**src/rtl/reaction_tester_multi.sv**
```systemverilog
// Multi-player reaction-time engine: random pre-stimulus delay, shared millisecond
// counter, foul detection, winner selection and per-player min/max/last/average statistics.
module reaction_tester_multi #(
    parameter int CLK_HZ    = 50_000_000,
    parameter int TICK_HZ   = 1000,
    parameter int N_PLAYERS = 2,
    parameter int MAX_COUNT = 999,
    parameter int MIN_DELAY = 2000,
    parameter int MAX_DELAY = 6000,
    localparam int W  = $clog2(MAX_COUNT + 1),
    localparam int SW = (N_PLAYERS > 1) ? $clog2(N_PLAYERS) : 1
) (
    input  logic                   clk_50M,
    input  logic                   clear_n,
    input  logic                   start,
    input  logic                   abort,
    input  logic [N_PLAYERS-1:0]   stop,
    input  logic [SW-1:0]          stat_sel,
    input  logic [1:0]             stat_kind,
    output logic                   led,
    output logic                   busy,
    output logic [N_PLAYERS*W-1:0] times,
    output logic [N_PLAYERS-1:0]   foul,
    output logic                   done,
    output logic [SW-1:0]          winner,
    output logic                   winner_valid,
    output logic [W-1:0]           stat_value,
    output logic                   stat_valid
);

    localparam int DIV   = CLK_HZ / TICK_HZ;
    localparam int PW    = $clog2(DIV);
    localparam int RANGE = MAX_DELAY - MIN_DELAY;
    localparam int RW    = (RANGE > 0) ? $clog2(RANGE + 1) : 1;
    localparam int DW    = $clog2(MAX_DELAY + 1);
    localparam int SUMW  = W + 16;
    localparam int CW    = $clog2(SUMW + 1);

    typedef enum logic [2:0] {S_IDLE, S_ARM, S_WAIT, S_RUN, S_DONE} state_t;

    state_t                 r_state;
    logic                   r_led, r_busy, r_done, r_winner_valid;
    logic [N_PLAYERS*W-1:0] r_times;
    logic [N_PLAYERS-1:0]   r_foul, r_stopped;
    logic [SW-1:0]          r_winner;
    logic [PW-1:0]          r_presc;
    logic [W-1:0]           r_cnt;
    logic [DW-1:0]          r_ticks, r_delay;
    logic [15:0]            r_lfsr;

    logic [15:0]            r_trials [N_PLAYERS];
    logic [SUMW-1:0]        r_sum    [N_PLAYERS];
    logic [W-1:0]           r_min    [N_PLAYERS];
    logic [W-1:0]           r_max    [N_PLAYERS];
    logic [W-1:0]           r_last   [N_PLAYERS];

    logic [SUMW-1:0]        r_dq;
    logic [16:0]            r_rem;
    logic [15:0]            r_dvs;
    logic [CW-1:0]          r_div_cnt;
    logic                   r_div_busy;
    logic [SW-1:0]          r_sel_q;
    logic [1:0]             r_kind_q;
    logic [W-1:0]           r_stat_value;
    logic                   r_stat_valid;

    logic                   w_tick, w_sat, w_all_foul, w_run_end, w_done_entry;
    logic [RW-1:0]          w_r;
    logic [N_PLAYERS*W-1:0] w_times_nxt;
    logic [N_PLAYERS-1:0]   w_foul_nxt, w_stopped_nxt;
    logic                   w_win_found;
    logic [SW-1:0]          w_win_idx;
    logic [W-1:0]           w_win_time, w_t;
    logic [15:0]            w_trials_nxt [N_PLAYERS];
    logic [SUMW-1:0]        w_sum_nxt    [N_PLAYERS];
    logic [W-1:0]           w_min_nxt    [N_PLAYERS];
    logic [W-1:0]           w_max_nxt    [N_PLAYERS];
    logic [W-1:0]           w_last_nxt   [N_PLAYERS];
    logic                   w_div_load, w_q_bit, w_has_trials, w_stat_ok;
    logic [16:0]            w_rem_sh, w_rem_step;
    logic [W-1:0]           w_stat_val;

    assign w_tick       = (r_presc == PW'(DIV - 1));
    assign w_sat        = w_tick && (r_cnt == W'(MAX_COUNT - 1));
    assign w_r          = r_lfsr[RW-1:0];
    assign w_all_foul   = &w_foul_nxt;
    assign w_run_end    = w_sat || (&(w_stopped_nxt | r_foul));
    assign w_done_entry = !abort && (((r_state == S_WAIT) && w_all_foul) ||
                                     ((r_state == S_RUN) && w_run_end));

    // Next-cycle view of fouls and captures; the tick that hits the ceiling captures MAX_COUNT.
    always_comb begin
        w_times_nxt   = r_times;
        w_foul_nxt    = r_foul;
        w_stopped_nxt = r_stopped;
        if (r_state == S_WAIT) begin
            w_foul_nxt = r_foul | stop;
        end else if (r_state == S_RUN) begin
            for (int i = 0; i < N_PLAYERS; i++) begin
                if (!r_foul[i] && !r_stopped[i] && (stop[i] || w_sat)) begin
                    w_times_nxt[i*W +: W] = w_sat ? W'(MAX_COUNT) : r_cnt;
                    w_stopped_nxt[i]      = 1'b1;
                end else begin
                    w_stopped_nxt[i] = r_stopped[i];
                end
            end
        end else begin
            w_foul_nxt = r_foul;
        end
    end

    // Winner: smallest non-fouled time, strict compare keeps the lowest index on ties.
    always_comb begin
        w_win_found = 1'b0;
        w_win_idx   = '0;
        w_win_time  = '0;
        for (int i = 0; i < N_PLAYERS; i++) begin
            if (!w_foul_nxt[i] && (!w_win_found || (w_times_nxt[i*W +: W] < w_win_time))) begin
                w_win_found = 1'b1;
                w_win_idx   = SW'(i);
                w_win_time  = w_times_nxt[i*W +: W];
            end else begin
                w_win_found = w_win_found;
            end
        end
    end

    // Statistics as they will stand after this cycle; only non-fouled players update at round end.
    always_comb begin
        w_t = '0;
        for (int i = 0; i < N_PLAYERS; i++) begin
            w_t             = w_times_nxt[i*W +: W];
            w_trials_nxt[i] = r_trials[i];
            w_sum_nxt[i]    = r_sum[i];
            w_min_nxt[i]    = r_min[i];
            w_max_nxt[i]    = r_max[i];
            w_last_nxt[i]   = r_last[i];
            if (w_done_entry && !w_foul_nxt[i]) begin
                w_last_nxt[i] = w_t;
                if (r_trials[i] != 16'hFFFF) begin
                    w_trials_nxt[i] = r_trials[i] + 16'd1;
                    w_sum_nxt[i]    = r_sum[i] + SUMW'(w_t);
                    w_min_nxt[i]    = (w_t < r_min[i]) ? w_t : r_min[i];
                    w_max_nxt[i]    = (w_t > r_max[i]) ? w_t : r_max[i];
                end else begin
                    w_trials_nxt[i] = r_trials[i];
                end
            end else begin
                w_last_nxt[i] = r_last[i];
            end
        end
    end

    // Free-running Fibonacci LFSR, taps 16,14,13,11.
    always_ff @(posedge clk_50M or negedge clear_n) begin
        if (!clear_n) begin
            r_lfsr <= 16'hACE1;
        end else begin
            r_lfsr <= {r_lfsr[14:0], r_lfsr[15] ^ r_lfsr[13] ^ r_lfsr[12] ^ r_lfsr[10]};
        end
    end

    // Round FSM with registered outputs.
    always_ff @(posedge clk_50M or negedge clear_n) begin
        if (!clear_n) begin
            r_state        <= S_IDLE;
            r_led          <= 1'b0;
            r_busy         <= 1'b0;
            r_done         <= 1'b0;
            r_times        <= '0;
            r_foul         <= '0;
            r_stopped      <= '0;
            r_winner       <= '0;
            r_winner_valid <= 1'b0;
            r_presc        <= '0;
            r_cnt          <= '0;
            r_ticks        <= '0;
            r_delay        <= '0;
        end else begin
            r_done <= 1'b0;
            if (abort) begin
                r_state <= S_IDLE;
                r_led   <= 1'b0;
                r_busy  <= 1'b0;
            end else begin
                case (r_state)
                    S_IDLE, S_DONE: begin
                        if (start) begin
                            r_state        <= S_ARM;
                            r_busy         <= 1'b1;
                            r_times        <= '0;
                            r_foul         <= '0;
                            r_stopped      <= '0;
                            r_winner_valid <= 1'b0;
                            r_cnt          <= '0;
                            r_presc        <= '0;
                        end
                    end
                    S_ARM: begin
                        if (w_r <= RW'(RANGE)) begin
                            r_delay <= DW'(MIN_DELAY) + DW'(w_r);
                            r_ticks <= '0;
                            r_presc <= '0;
                            r_state <= S_WAIT;
                        end
                    end
                    S_WAIT: begin
                        r_foul  <= w_foul_nxt;
                        r_presc <= w_tick ? '0 : r_presc + PW'(1);
                        if (w_done_entry) begin
                            r_state        <= S_DONE;
                            r_busy         <= 1'b0;
                            r_done         <= 1'b1;
                            r_winner       <= w_win_idx;
                            r_winner_valid <= w_win_found;
                        end else if (w_tick) begin
                            if (r_ticks == r_delay - DW'(1)) begin
                                r_state <= S_RUN;
                                r_led   <= 1'b1;
                                r_cnt   <= '0;
                            end else begin
                                r_ticks <= r_ticks + DW'(1);
                            end
                        end
                    end
                    S_RUN: begin
                        r_times   <= w_times_nxt;
                        r_stopped <= w_stopped_nxt;
                        r_presc   <= w_tick ? '0 : r_presc + PW'(1);
                        if (w_tick && (r_cnt != W'(MAX_COUNT))) begin
                            r_cnt <= r_cnt + W'(1);
                        end
                        if (w_done_entry) begin
                            r_state        <= S_DONE;
                            r_led          <= 1'b0;
                            r_busy         <= 1'b0;
                            r_done         <= 1'b1;
                            r_winner       <= w_win_idx;
                            r_winner_valid <= w_win_found;
                        end
                    end
                    default: begin
                        r_state <= S_IDLE;
                        r_led   <= 1'b0;
                        r_busy  <= 1'b0;
                    end
                endcase
            end
        end
    end

    // Per-player statistics registers; min starts at all-ones so the first trial always wins.
    always_ff @(posedge clk_50M or negedge clear_n) begin
        if (!clear_n) begin
            for (int i = 0; i < N_PLAYERS; i++) begin
                r_trials[i] <= '0;
                r_sum[i]    <= '0;
                r_min[i]    <= '1;
                r_max[i]    <= '0;
                r_last[i]   <= '0;
            end
        end else begin
            for (int i = 0; i < N_PLAYERS; i++) begin
                r_trials[i] <= w_trials_nxt[i];
                r_sum[i]    <= w_sum_nxt[i];
                r_min[i]    <= w_min_nxt[i];
                r_max[i]    <= w_max_nxt[i];
                r_last[i]   <= w_last_nxt[i];
            end
        end
    end

    assign w_div_load = w_done_entry ||
                        ((stat_kind == 2'b11) && ((stat_sel != r_sel_q) || (stat_kind != r_kind_q)));
    assign w_rem_sh   = {r_rem[15:0], r_dq[SUMW-1]};
    assign w_q_bit    = (w_rem_sh >= {1'b0, r_dvs});
    assign w_rem_step = w_q_bit ? (w_rem_sh - {1'b0, r_dvs}) : w_rem_sh;

    // Restoring divider: one quotient bit per cycle, quotient shifts into r_dq.
    always_ff @(posedge clk_50M or negedge clear_n) begin
        if (!clear_n) begin
            r_dq       <= '0;
            r_rem      <= '0;
            r_dvs      <= '0;
            r_div_cnt  <= '0;
            r_div_busy <= 1'b0;
            r_sel_q    <= '0;
            r_kind_q   <= '0;
        end else begin
            r_sel_q  <= stat_sel;
            r_kind_q <= stat_kind;
            if (w_div_load) begin
                r_dq       <= w_sum_nxt[stat_sel];
                r_dvs      <= w_trials_nxt[stat_sel];
                r_rem      <= '0;
                r_div_cnt  <= CW'(SUMW);
                r_div_busy <= 1'b1;
            end else if (r_div_busy) begin
                r_rem      <= w_rem_step;
                r_dq       <= {r_dq[SUMW-2:0], w_q_bit};
                r_div_cnt  <= r_div_cnt - CW'(1);
                r_div_busy <= (r_div_cnt != CW'(1));
            end
        end
    end

    // Statistic selection; the average is withheld while the divider is working.
    always_comb begin
        w_stat_val   = '0;
        w_stat_ok    = 1'b0;
        w_has_trials = (r_trials[stat_sel] != 16'd0);
        case (stat_kind)
            2'b00: begin
                w_stat_val = r_last[stat_sel];
                w_stat_ok  = w_has_trials;
            end
            2'b01: begin
                w_stat_val = r_min[stat_sel];
                w_stat_ok  = w_has_trials;
            end
            2'b10: begin
                w_stat_val = r_max[stat_sel];
                w_stat_ok  = w_has_trials;
            end
            2'b11: begin
                w_stat_val = r_dq[W-1:0];
                w_stat_ok  = w_has_trials && !r_div_busy && !w_div_load;
            end
            default: begin
                w_stat_val = '0;
                w_stat_ok  = 1'b0;
            end
        endcase
    end

    // Registered statistic output, zeroed when not meaningful.
    always_ff @(posedge clk_50M or negedge clear_n) begin
        if (!clear_n) begin
            r_stat_value <= '0;
            r_stat_valid <= 1'b0;
        end else begin
            r_stat_value <= w_stat_ok ? w_stat_val : '0;
            r_stat_valid <= w_stat_ok;
        end
    end

    assign led          = r_led;
    assign busy         = r_busy;
    assign times        = r_times;
    assign foul         = r_foul;
    assign done         = r_done;
    assign winner       = r_winner;
    assign winner_valid = r_winner_valid;
    assign stat_value   = r_stat_value;
    assign stat_valid   = r_stat_valid;

endmodule

```
**config.mk**
```make
export PLATFORM = sky130hd
export DESIGN_NAME = reaction_tester_multi
export DESIGN_NICKNAME = d
export VERILOG_FILES = /design/src/rtl/reaction_tester_multi.sv
export SDC_FILE = /design/constraint.sdc
export NUM_CORES = 1
export LEC_CHECK = 0
export CAP_MARGIN = 25
export CORE_AREA = 2 2 187 189
export DETAILED_ROUTE_END_ITERATION = 8
export DIE_AREA = 0 0 189 191
export PLACE_DENSITY_LB_ADDON = 0.1
export SETUP_SLACK_MARGIN = 0.15
export SLEW_MARGIN = 30
export SYNTH_ARGS = -nofsm -noshare
export SYNTH_HDL_FRONTEND = slang
export SYNTH_SLANG_ARGS = --single-unit
```
**constraint.sdc**
```tcl
create_clock -name clk_50M -period 6.17 [get_ports clk_50M]
set_clock_uncertainty 0.15 [all_clocks]
set_input_delay 1.5425 -clock clk_50M [delete_from_list [all_inputs] [get_ports clk_50M]]
set_output_delay 1.5425 -clock clk_50M [all_outputs]
set_load 0.005 [all_outputs]
```
==> run_results.csv <==
group,metric,value,unit
logic_synthesis,syn_avg_cell_area,9.56,sq um
sta,final_hold_viol_count,0,
logic_synthesis,netlist_area,0.0185,sq mm
cells_and_area,layout-drive-gt1-share,10.6,%
logic_synthesis,synth-main-ff-cell,"dfrtp_1",
clock_tree,h-tree-depth,2,
place,port_buffers,46,
min_path,holdCritPathClass,"register to register",
clock_tree,numCtsBuffers,38,
drt,antenna_left,0,
drt,drt_iter0_markers,1014,
worst_setup_path,path_max_fanout,8,
clock_tree,postCtsHoldBufs,0,
cells_and_area,seqCellArea,0.00809,sq mm
status,status,"complete, no violations",
global_routing,antenna_found_initial,0,
pwr,p_leak,10.1,nW
clock_tree,clk_pin_slew,0.07,ns
global_routing,grt_pass1_vias,14716,
sta,post-route-min-period,5.35,ns
clock_tree,clock-root-buffer,"clkbuf_16",
logic_synthesis,yosysSeqAreaShare,43.7,%
sta,finalSetupViolCount,0,
worst_setup_path,required,6.44,ns
logic_synthesis,synthTopCellsByArea,"dfrtp_1 40%, ha_1 6.4%, mux2i_1 6.3%",
global_routing,grt_pass1_wl,79800,microns
floorplan,boundaryPins,47,
drt,drtPass1Iterations,6,
drt,routed_wl,48600,microns
cells_and_area,nNetsFinal,2095,
worst_setup_path,end_kind,"register",
clock_tree,cts_tree,"done",
sta,fmax,0.187,GHz
floorplan,die-area,0.0361,sq mm
logic_synthesis,synthCells,1935,
logic_synthesis,synth_edf_count,0,
global_routing,grt_max_degree,112,
global_routing,overflow,0,
floorplan,start_util,54.2,%
worst_setup_path,cp.arrival,5.62,ns
clock_tree,cts_setup_buffers,0,
cells_and_area,diodes,0,
sta,fin_crit_sh,86.8,%
cells_and_area,nFillCells,2910,
sta,rsz0062_at_grt,"no",
pwr,power_density,329,mW/mm^2
logic_synthesis,yosys.area.top_type_share,39.8,%
logic_synthesis,yosysTopAreaCell,"dfrtp_1",
cells_and_area,layout_commonest_cell,"dfrtp_1",
drt,vias_per_cell,6.02,
logic_synthesis,syn_nets,2042,
run,cap_violations,0,
logic_synthesis,synth.distinct_cells,79,
drt,wl_per_cell,19.7,microns
drt,drc,0,
drt,via_count,14885,
global_routing,grt_use_total,27.6,%
sta,slew_violations,0,
cells_and_area,area_delta_synth_final,13.2,%
floorplan,core_area,0.0341,sq mm
clock_tree,clock_path_buffers,3,
pwr,ir_drop,0.213,mV
sta,slew-limit-headroom,45.0,%
sta,finalSetupTns,0,ns
floorplan,die_w,189,microns
worst_setup_path,worstSetupPathType,"input port to register",
cells_and_area,final_cell_mix,"293 x dfrtp_1, 197 x nand2_1, 173 x o21ai_0, 123 x nor2_1, 118 x inv_1",
place,gp_congestion,0.890,
cells_and_area,multiInputGateArea,0.00968,sq mm
logic_synthesis,yosysWarnings,0,
clock_tree,cts_resized,0,
worst_setup_path,worstSetupStartpointType,"input port",
floorplan,rows,68,
sta,worst_slew_pin_slew,0.818,ns
clock_tree,numClockSinks,322,
place,dp_hpwl,34100,microns
floorplan,die_y,191,microns
pwr,power,6.90,mW
clock_tree,clk_latency,0.54,ns
logic_synthesis,async_reset_ff_share,100,%
logic_synthesis,synth_seq_cells,322,
worst max-delay path, cell delays in order:
cell             delay (ns)
clkdlybuf4s50_1        0.64
o211a_1                0.41
buf_4                  0.22
mux2i_1                0.43
inv_1                  0.23
ha_1                   0.40
or2_2                  0.31
a21oi_1                0.20
a211oi_1               0.08
o21ai_1                0.54
nor3_1                 0.12
xor2_1                 0.18
o221a_2                0.30
worst paths after layout:
check / startpoint / cells past startpoint / slack [ns] / endpoint
max reg2reg: r_presc[0] / 16 / 1.05 / r_dq[14]
min: r_lfsr[14] / 0 / 0.23 / r_lfsr[15]
max: stop[1] / 13 / 0.82 / r_dq[14]
min reg2reg: r_lfsr[14] / 0 / 0.23 / r_lfsr[15]
min in group asynchronous: clear_n / 1 / 0.70 / r_presc[15]
max in group asynchronous: clear_n / 3 / 3.93 / r_min[9]
report_power, final:
group          switching [mW]  internal [mW]
registers               0.256           2.38
logic                    1.10          0.824
clock network           0.920           1.42
total                    2.27           4.62
layout make-up:
type                    count  share of cell area (%)
clock buffers              55                    5.28
clock inverters            14                   0.962
inverters                 119                    2.13
multi-input cells        1415                    46.2
flip-flops and latches    322                    38.6
well taps                 455                    2.72
repair buffers             92                    4.06
registers in the layout (all words and copies together), names as in the netlist, 2 cells and up:
name / flops
r_state: 3
r_kind_q: 2
r_sum: 52
r_rem: 16
r_lfsr: 16
r_presc: 16
r_cnt: 10
foul: 2
stat_value: 10
r_div_cnt: 5
r_stopped: 2
r_dq: 26
r_min: 20
r_delay: 13
r_trials: 32
r_last: 20
r_ticks: 13
r_dvs: 16
r_max: 20
times: 20
cells in the mapped netlist (all sizes together), types with 4 or more instances:
master and instances:
o211ai 8, dfrtp 294, ha 95, nand4 37
a21o 23, or2 9, xnor2 68, nor3 45
a311oi 4, inv 118, xor2 36, a22oi 6
and2 13, o221a 18, nand2b 18, nand3 70
a21boi 4, o21a 13, a31oi 16, nor2 123
or4 10, or3 18, clkbuf 58, o41ai 5
nor2b 19, mux2i 117, dfstp 28, o311ai 4
and4 9, a211oi 7, and3 25, nand3b 5
nor4 28, mux4 9, o22ai 5, a21oi 80
mux2 23, o211a 6, nor4b 5, o31ai 19
o21ai 176, nand2 197, buf 21
cells by family after synthesis:
group           share of synthesized area (%)
compound gates                           14.2
xor+xnor                                 4.92
fa+ha+maj                                6.75
buf+inv                                  4.18
flops                                    43.7
mux                                      8.84
simple gates                             17.3
through the flow:
stage                     area, sq um  std cells  worst slack, ns  hold slack (ns)  utilization [%]
after floorplan                 18500       1935             1.33            0.183                -
after global placement          19600       2402            0.422            0.187             57.5
after detailed placement        19600       2402            0.327            0.193             57.5
after CTS                       20900       2471            0.878            0.225             61.3
after global routing            20900       2472            0.633            0.221             61.4
final                           20900       2472            0.817            0.231             61.4
routing by layer:
layer	GRT usage, %	up-vias	wire length (microns)
met1	38.4	7358	22100
met3	3.67	72	2180
met4	7.00	0	1050
li1	-	7059	-
met5	0	-	0
met2	45.9	396	23300
No activity file was read; power rests on OpenSTA's default activity.
